### src/rtl/bin_to_bcd_seq.sv
// Sequential double-dabble binary-to-BCD converter, one input bit per clock.
// Start is accepted in IDLE; done pulses W edges later with all four digits registered on that edge.
module bin_to_bcd_seq #(
  parameter int W = 8
) (
  input  logic         clk,
  input  logic         clr,
  input  logic         start,
  input  logic [W-1:0] bin,
  output logic         busy,
  output logic         done,
  output logic         ovf,
  output logic [3:0]   dig_thou,
  output logic [3:0]   dig_hund,
  output logic [3:0]   dig_tens,
  output logic [3:0]   dig_ones
);

  localparam int CW = $clog2(W + 1);

  typedef enum logic {
    IDLE  = 1'b0,
    SHIFT = 1'b1
  } state_t;

  state_t        state;
  logic [W-1:0]  sh;
  logic [15:0]   scr;
  logic [CW-1:0] cnt;
  logic          ovf_pending;

  logic [15:0]   scr_adj;
  logic [W+15:0] cat_next;
  logic [15:0]   scr_next;
  logic [W-1:0]  sh_next;
  logic          too_big;

  // Add-3 correction on every nibble that would overflow past 9 after doubling.
  always_comb begin
    scr_adj = scr;
    for (int i = 0; i < 4; i++) begin
      if (scr[4*i +: 4] >= 4'd5) begin
        scr_adj[4*i +: 4] = scr[4*i +: 4] + 4'd3;
      end
    end
  end

  assign cat_next = {scr_adj, sh} << 1;
  assign scr_next = cat_next[W+15:W];
  assign sh_next  = cat_next[W-1:0];

  // Only widths of 14 bits or more can exceed four decimal digits.
  assign too_big  = 32'(bin) > 32'd9999;

  always_ff @(posedge clk or posedge clr) begin
    if (clr) begin
      state       <= IDLE;
      sh          <= '0;
      scr         <= '0;
      cnt         <= '0;
      ovf_pending <= 1'b0;
      busy        <= 1'b0;
      done        <= 1'b0;
      ovf         <= 1'b0;
      dig_thou    <= 4'h0;
      dig_hund    <= 4'h0;
      dig_tens    <= 4'h0;
      dig_ones    <= 4'h0;
    end else begin
      case (state)
        IDLE: begin
          done <= 1'b0;
          if (start) begin
            sh          <= bin;
            scr         <= '0;
            cnt         <= CW'(W);
            ovf_pending <= too_big;
            busy        <= 1'b1;
            state       <= SHIFT;
          end
        end
        SHIFT: begin
          scr <= scr_next;
          sh  <= sh_next;
          cnt <= cnt - CW'(1);
          if (cnt == CW'(1)) begin
            state <= IDLE;
            busy  <= 1'b0;
            done  <= 1'b1;
            ovf   <= ovf_pending;
            if (ovf_pending) begin
              dig_thou <= 4'hE;
              dig_hund <= 4'hE;
              dig_tens <= 4'hE;
              dig_ones <= 4'hE;
            end else begin
              dig_thou <= scr_next[15:12];
              dig_hund <= scr_next[11:8];
              dig_tens <= scr_next[7:4];
              dig_ones <= scr_next[3:0];
            end
          end
        end
      endcase
    end
  end

endmodule

### config.mk
export PLATFORM = sky130hd
export DESIGN_NAME = bin_to_bcd_seq
export DESIGN_NICKNAME = d
export VERILOG_FILES = /design/src/rtl/bin_to_bcd_seq.sv
export SDC_FILE = /design/constraint.sdc
export NUM_CORES = 1
export LEC_CHECK = 0
export ABC_AREA = 1
export CAP_MARGIN = 20
export CORE_MARGIN = 1
export CORE_UTILIZATION = 54
export DETAILED_ROUTE_END_ITERATION = 6
export PLACE_DENSITY = 0.8
export SLEW_MARGIN = 20
export SYNTH_ARGS = -nofsm -noshare
export SYNTH_HDL_FRONTEND = slang
export SYNTH_SLANG_ARGS = --single-unit
### constraint.sdc
create_clock -name clk -period 1.5 [get_ports clk]
set_clock_uncertainty 0.05 [all_clocks]
set_input_delay 0.15 -clock clk [delete_from_list [all_inputs] [get_ports clk]]
set_output_delay 0.15 -clock clk [all_outputs]
set_load 0.05 [all_outputs]
Yosys cells after proc, flatten, opt, wreduce, memory -nomap -nowiden --
Index checks and enable logic that the tools add are counted.
Word-level totals: flip-flop bits (word level) 47, latch bits 0, memory bits (writable) 0, bits in read-only memories 0, input port bits 11, output and inout port bits 19, word-level logic and storage cells 43, memories kept 0
Cells by class: add/subtract/negate cells 5, multipliers 0, div/mod/pow operators 0, magnitude comparators 4, equality and inequality tests 3, shifts and indexed selects 0, mux-type cells 18, bitwise gates (word level) 1, reduce and logical (&&, ||, !) cells 2
Operators by type and width (number):
- $pmux W16 S2 | 1
- $ge A4 B3 Y1 const B | 4
- $mux W16 | 1
- $mux W4 | 4
- $pmux W8 S2 | 1
- $add A4 B2 Y4 const B | 3
- $mux W8 | 1
- $pmux W4 S2 | 1
- $pmux W1 S2 | 3
- $mux W1 | 5
- $eq A4 B1 Y1 const B | 1
- $reduce_and A2 Y1 | 2
- $sub A4 B1 Y4 const B | 1
- $add A3 B2 Y3 const B | 1
- $mux W3 | 1
- $ne A2 B1 Y1 const B | 1
- $ne A2 B2 Y1 const B | 1
- $not A1 Y1 | 1

Depth between registers and ports, before layout --
Gate-level depths: netlist of the first run.
word-level depth 3, depth in mapped cells 9, depth with buffers taken out 9

Worst setup path after synthesis of the first run --
OpenSTA, ideal clock, no wires.
kind reg-to-reg, from reg scr[8], to reg dig_thou[0], library setup time 0.066 ns, arrival 1.114 ns, required time 1.384 ns, path slack 0.271 ns, stages on the path, launching flop included 8, clock period less this slack 1.229 ns, path through dfrtp_1 > inv_1 > ha_1 > nand2_1 > nand2_1 > o21ai_0 > nand2_1 > nand2_1
Between the ends: word-level cells in the longest chain between the ends 2, elaborated cells between the ends (all ways) 3, those cells by class 1 x add/sub; 1 x order compare; 1 x mux
RTL lines:
- start, declared | line 28 | logic [15:0] scr;
- start signal, assigned | line 83 | scr <= scr_next;
- $add A4 B2 Y4 or $ge A4 B3 Y1 (tied branches) | line 43, 42
- $mux W4 (*) | line 42 | if (scr[4*i +: 4] >= 4'd5) begin
- end signal, assigned | line 97 | dig_thou <= scr_next[15:12];
- end, declared | line 13 | output logic [3:0] dig_thou,
Mark *: on every way between the ends. The rest lies on a longest branch, timed or not. A chain may end at the register's enable or synchronous reset.

Worst setup path in the final report of the first run --
from reg scr[9], to reg scr[12]
Between the ends: word-level cells in the longest chain between the ends 3, elaborated cells between the ends (all ways) 4, those cells by class 1 x add/sub; 1 x order compare; 2 x mux
RTL lines:
- $add A4 B2 Y4 or $ge A4 B3 Y1 (tied branches) | line 43, 42
- $mux W4 (*) | line 42
- $pmux W16 S2 (*) | line 70 | case (state)
Marks and branches as above.

==> out/qor.txt, run 1 <==
Synth top area cells - dfrtp_1 51%, nand2_1 17%, nand3_1 6.8%
Clk Latency, worst-skew pair - 300 ps
Routed Antenna Nets - 0
Postcts setup bufs - 0
Clock transition at path regs - 90 ps
Routability cong. - 0.857
Initial Util - 0.570
Crit path DAT - 1560 ps
Power density over the cells - 2520 mW/mm²
Post-synthesis sequential area ratio - 0.512
Post-CTS resize count - 0
WL final - 4.38 mm
Placed Instances - 348
Die height - 67.2 µm
CTS tree - done
Worst path required time - 1690 ps
FP Rows - 23
Sinks on Clock Net - 47
Syn_nets - 294
Cell with the most instances after synthesis - nand2_1
Most used DFF post-synth - dfrtp_1
Post-Layout Cell Count - 356
Final HPWL DP - 3.00 mm
Max cap viols - 0
Share of layout cells above drive strength 1 - 0.137
DR WL met3 - 152 µm
Vias per cell - 5.17
Crit. End Element - flip-flop
First-pass GRT wire length - 7.65 mm
Synth-to-Final Area Change - 17.3%
Critical path's slowest cell - dfrtp_1
Fmax - 729 MHz
Critical Path Fanout Max - 4
Met1 wire length - 2.12 mm
Run status - completed
DRC - 0
YS warnings - 0
Total grt overflow - 0
Setup TNS - 0 ps
Nets - 326
Io pins - 30
Post-Syn Area - 0.00230 mm²
Slew Limit Fails - 0
Yosys top cell area share - 0.512
Max stage delay on crit path - 400 ps
Pin count of the biggest net entering global routing - 48
Met2 wire length - 2.07 mm
Drt wl/cell - 12.3 µm
Post-layout min period - 1370 ps
Initial antenna violation count - 0
Final hold violations - 0
Drt pass-1 iters - 5
CORE AREA - 0.00403 mm²
Worst path buffer plus inverter count - 1
Post-synth top cells - 106 x nand2_1, 47 x dfrtp_1, 31 x nand3_1
Hold Crit Class - input port to async pin
Async set-reset flop share out of synthesis - 1.00
CP Launch Type - flip-flop
Post-synth EDFFs - 0
Vias - 1842
Clock Root Buffer - clkbuf_8
GRT Util Overall - 0.227
Critical-path cell list - inv_1 > ha_1 > nand2_1 > nand2_1 > o21ai_0 > nand2_1 > nand2_1
Unrepaired setup endpoints after global routing - no
I/O Buffers - 28
CP delay by family, top - flip-flops
CTS H-tree depth - 2
# diodes - 0
Vias in the first global route - 1723
Dominant cell type by area after synthesis - dfrtp_1
Final Setup Violations - 0
Cell count after synthesis - 273
VDD IR-drop max - 0.00129 V
Most common cell on crit path - nand2_1
Max layer used - met4
Die X-Extent - 67.2 µm
Post-synthesis cell type count - 23
P_leak - 1.39 nW
DRT iter0 DRCs - 154
Period utilisation layout - 0.914
Synth Area per Inst - 8.41 µm²
CTS Hold Bufs - 0
Overall die area - 0.00452 mm²
Worst setup path category - flip-flop to flip-flop
Clk buf depth - 2
Seq cells post-synth - 47
TritonCTS buffer count - 5
[where the power goes]
| part | internal, W | total [W] | leakage (nW) | switching (W) |
|---|---|---|---|---|
| Sequential | 0.00188 | 0.00233 | 0.580 | 0.000448 |
| Combinational | 0.00121 | 0.00364 | 0.761 | 0.00242 |
| Clock | 0.000421 | 0.000836 | 0.0515 | 0.000415 |
[registers in the layout, indices dropped and copies added (netlist names)]
register  count
scr          16
sh            8
cnt           4
dig_hund      4
dig_ones      4
dig_tens      4
dig_thou      4
busy          1
done          1
state         1
[cell families (layout without fill, tap and decap cells)]
logic type                 count (synthesis)  count (layout)  share of synthesized area
other                                      1               1                    0.00163
and+or+nand+nor                          152             152                      0.286
buffers and inverters                     35              68                     0.0773
xor gates and xnor gates                   1               1                    0.00381
AOI/OAI and AO/OA                         27              27                     0.0648
adders and majority gates                 10              10                     0.0545
DFF                                       47              47                      0.512
[area by class of cell]
class,count,area (µm²)
inverters,27,116
clock buffers,8,100
flip-flops and latches,47,1180
repair buffers,33,285
fillers,360,1340
multi-input cells,191,951
well taps,50,62.6
[routing by layer]
layer	GRT usage	vias to the layer above
met1	0.285	865
met3	0.0541	5
met4	0.0851	0
met2	0.379	35
li1	-	937
met5	0	-
[cells in the final DEF, fill, tap and decap left out, types with 2 or more instances in the layout]
| master | count |
|---|---|
| nor2_2 | 2 |
| inv_1 | 23 |
| buf_4 | 22 |
| dfrtp_2 | 2 |
| ha_1 | 10 |
| o21ai_0 | 15 |
| clkdlybuf4s50_1 | 10 |
| clkbuf_8 | 7 |
| nand4_1 | 5 |
| o21ai_1 | 4 |
| o22ai_1 | 6 |
| dfrtp_1 | 45 |
| nor2_1 | 6 |
| nand2_1 | 105 |
| nand3_1 | 30 |
[through the flow]
stage | area [µm²] | total power [W] | worst slack [ps] | hold WS (ps) | util
floorplan | 2300 | 0.00506 | 184 | 233 | -
global placement | 2580 | 0.00586 | 151 | 414 | 0.641
detailed placement | 2580 | 0.00597 | 110 | 417 | 0.641
CTS | 2680 | 0.00683 | 97.0 | 158 | 0.666
global route | 2690 | 0.00740 | 13.7 | 167 | 0.669
finish | 2690 | 0.00680 | 128 | 153 | 0.669
[worst reg2reg max path, stage by stage, from the launching register on]
cell	delay (ps)
dfrtp_1	400
inv_1	100
ha_1	220
nand2_1	80
nand2_1	90
o21ai_0	230
nand2_1	80
nand2_1	70
[final timing paths]
path / depth (start not counted) / slack [ps] / endpoint / startpoint
max: 7 / 130 / scr[12]$_DFFE_PP0P_ / scr[9]$_DFFE_PP0P_
min: 3 / 150 / scr[10]$_DFFE_PP0P_ / clr
max reg2reg: 7 / 130 / scr[12]$_DFFE_PP0P_ / scr[9]$_DFFE_PP0P_
min reg2reg: 2 / 440 / dig_ones[2]$_DFFE_PP0P_ / dig_ones[2]$_DFFE_PP0P_
max in group asynchronous: 3 / 1020 / scr[12]$_DFFE_PP0P_ / clr
min in group clk: 3 / 360 / sh[4]$_DFFE_PP0P_ / bin[4]
Power figures use the tool's default switching activity.
==> run 2, diff against run 1 <==
--- a/config.mk
+++ b/config.mk
@@ -15,3 +15,4 @@
 export SYNTH_ARGS = -nofsm -noshare
 export SYNTH_HDL_FRONTEND = slang
 export SYNTH_SLANG_ARGS = --single-unit
+export TNS_END_PERCENT = 5
==> constraint.sdc (replaced) <==
create_clock -name clk -period 1.4 [get_ports clk]
set_clock_uncertainty 0.05 [all_clocks]
set_input_delay 0.14 -clock clk [delete_from_list [all_inputs] [get_ports clk]]
set_output_delay 0.14 -clock clk [all_outputs]
set_load 0.05 [all_outputs]
==> out/qor.txt, run 2 (synthesis results as in run 1) <==
Run status - completed
VDD IR-drop max - 0.00177 V
Crit. End Element - flip-flop
TritonCTS buffer count - 5
Final Cell Area - 0.00300 mm²
Sw frac - 0.453
FP Rows - 23
I/O Buffers - 28
Clock transition at path regs - 90 ps
Fill count - 287
Commonest cells after routing, fill and taps aside - 103 x nand2_1, 46 x dfrtp_1, 30 x nand3_1, 20 x buf_12, 19 x inv_1
Slew Limit Fails - 0
Unrepaired setup endpoints after global routing - yes
Clock power frac - 0.123
Drt wl/cell - 13.2 µm
Routed Antenna Nets - 0
Worst path required time - 1590 ps
Top Registers - scr (16), sh (8)
Power density over the cells - 2810 mW/mm²
Pin count of the biggest net entering global routing - 37
DRT iter0 DRCs - 147
GRT Util Overall - 0.235
P_leak - 1.49 nW
Fmax - 730 MHz
Internal cell power - 0.00461 W
Flop pwr share - 0.311
Psw - 0.00383 W
Max cap viols - 0
Final hold violations - 0
Comb pwr share - 0.566
Most common cell after layout, fill and taps aside - nand2_1
Multi-input logic area - 971 µm²
Total grt overflow - 0
Register Area - 0.00118 mm²
Reg with most FFs - scr
Min Hold Slack - 33.9 ps
Vias - 1926
Sinks on Clock Net - 47
Vias per cell - 5.35
CP startpoint - scr[8]$_DFFE_PP0P_
Util after Layout - 0.745
Post-layout min period - 1370 ps
Setup WS post-layout - 30.2 ps
Clk Latency, worst-skew pair - 310 ps
Final HPWL DP - 3.27 mm
Worst setup path category - flip-flop to flip-flop
First-pass GRT wire length - 7.72 mm
CP Launch Type - flip-flop
Vias in the first global route - 1770
Clock Root Buffer - clkbuf_8
WL final - 4.75 mm
DRC - 0
Share of layout cells above drive strength 1 - 0.177
Clk buf depth - 2
Crit path DAT - 1560 ps
Die X-Extent - 67.2 µm
# diodes - 0
Drt pass-1 iters - 7
Period utilisation layout - 0.978
Initial antenna violation count - 0
Critical Path Fanout Max - 4
Worst r2r src - scr[8]$_DFFE_PP0P_
Placement Cell Area - 0.00284 mm²
Hold Crit Class - input port to async pin
Largest register FFs - 16
Die height - 67.2 µm
CTS tree - done
Worst Setup Slack post-DPL - 17.2 ps
Synth-to-Final Area Change - 30.6%
Nets - 330
Io pins - 30
Final Setup Violations - 0
Routability cong. - 0.924
CTS Hold Bufs - 0
CORE AREA - 0.00403 mm²
CTS H-tree depth - 2
Initial Util - 0.570
Overall die area - 0.00452 mm²
## run 2: path summary, 6_finish.rpt
check,endpoint,slack (ps),cells past startpoint
max reg2reg,scr[12]$_DFFE_PP0P_,30,7
min reg2reg,scr[13]$_DFFE_PP0P_,430,2
max in group asynchronous,scr[12]$_DFFE_PP0P_,780,3
min,dig_hund[3]$_DFFE_PP0P_,30,2
min in group clk,sh[5]$_DFFE_PP0P_,340,3
max,scr[12]$_DFFE_PP0P_,30,7
## run 2: what timing repair did
item / in CTS / in global routing
endpoints found under the hold margin: 0 / 0
pin swaps: 0 / 1
setup endpoints to repair: 1 / 27
cloned: 0 / 0
gates resized for setup: 1 / 18
setup buffers: 0 / 1
## run 2: final cells by class
type,instances,area share
Tap cell,50,0.0209
Clock inverter,2,0.0117
Inverter,27,0.0396
Sequential cell,47,0.392
Timing Repair Buffer,37,0.184
Multi-Input combinational cell,191,0.324
Clock buffer,6,0.0275
## run 2: critical path, cell delays in order, from the launching register on
cell and delay [ps]:
dfrtp_1 390, inv_1 80, ha_1 220, nand2_1 70
nand2_1 90, o21ai_1 230, nand2_1 90, nand2_1 80
## run 2: metrics by stage
stage	cells	power [W]	setup TNS (ps)
final	360	0.00844	0
after global placement	351	0.00708	0
after CTS	359	0.00831	0
after detailed placement	351	0.00726	0
after global routing	360	0.00902	-209
after floorplan	273	0.00542	0
## run 2: per-layer routing
metal / routed length [µm] / vias to the layer above / share of wire / GRT usage
met5: 0 / - / 0 / 0
met4: 117 / 0 / 0.025 / 0.160
met3: 214 / 14 / 0.045 / 0.0321
met2: 2310 / 73 / 0.49 / 0.373
met1: 2110 / 891 / 0.44 / 0.297
li1: - / 948 / - / -
## run 2: power groups by stage
stage               combinational (W)  sequential, W  clock, W
detailed placement            0.00464        0.00261         0
global route                  0.00524        0.00270   0.00108
floorplan                     0.00218        0.00324         0
CTS                           0.00466        0.00260   0.00105
finish                        0.00478        0.00262   0.00104
global placement              0.00449        0.00259         0
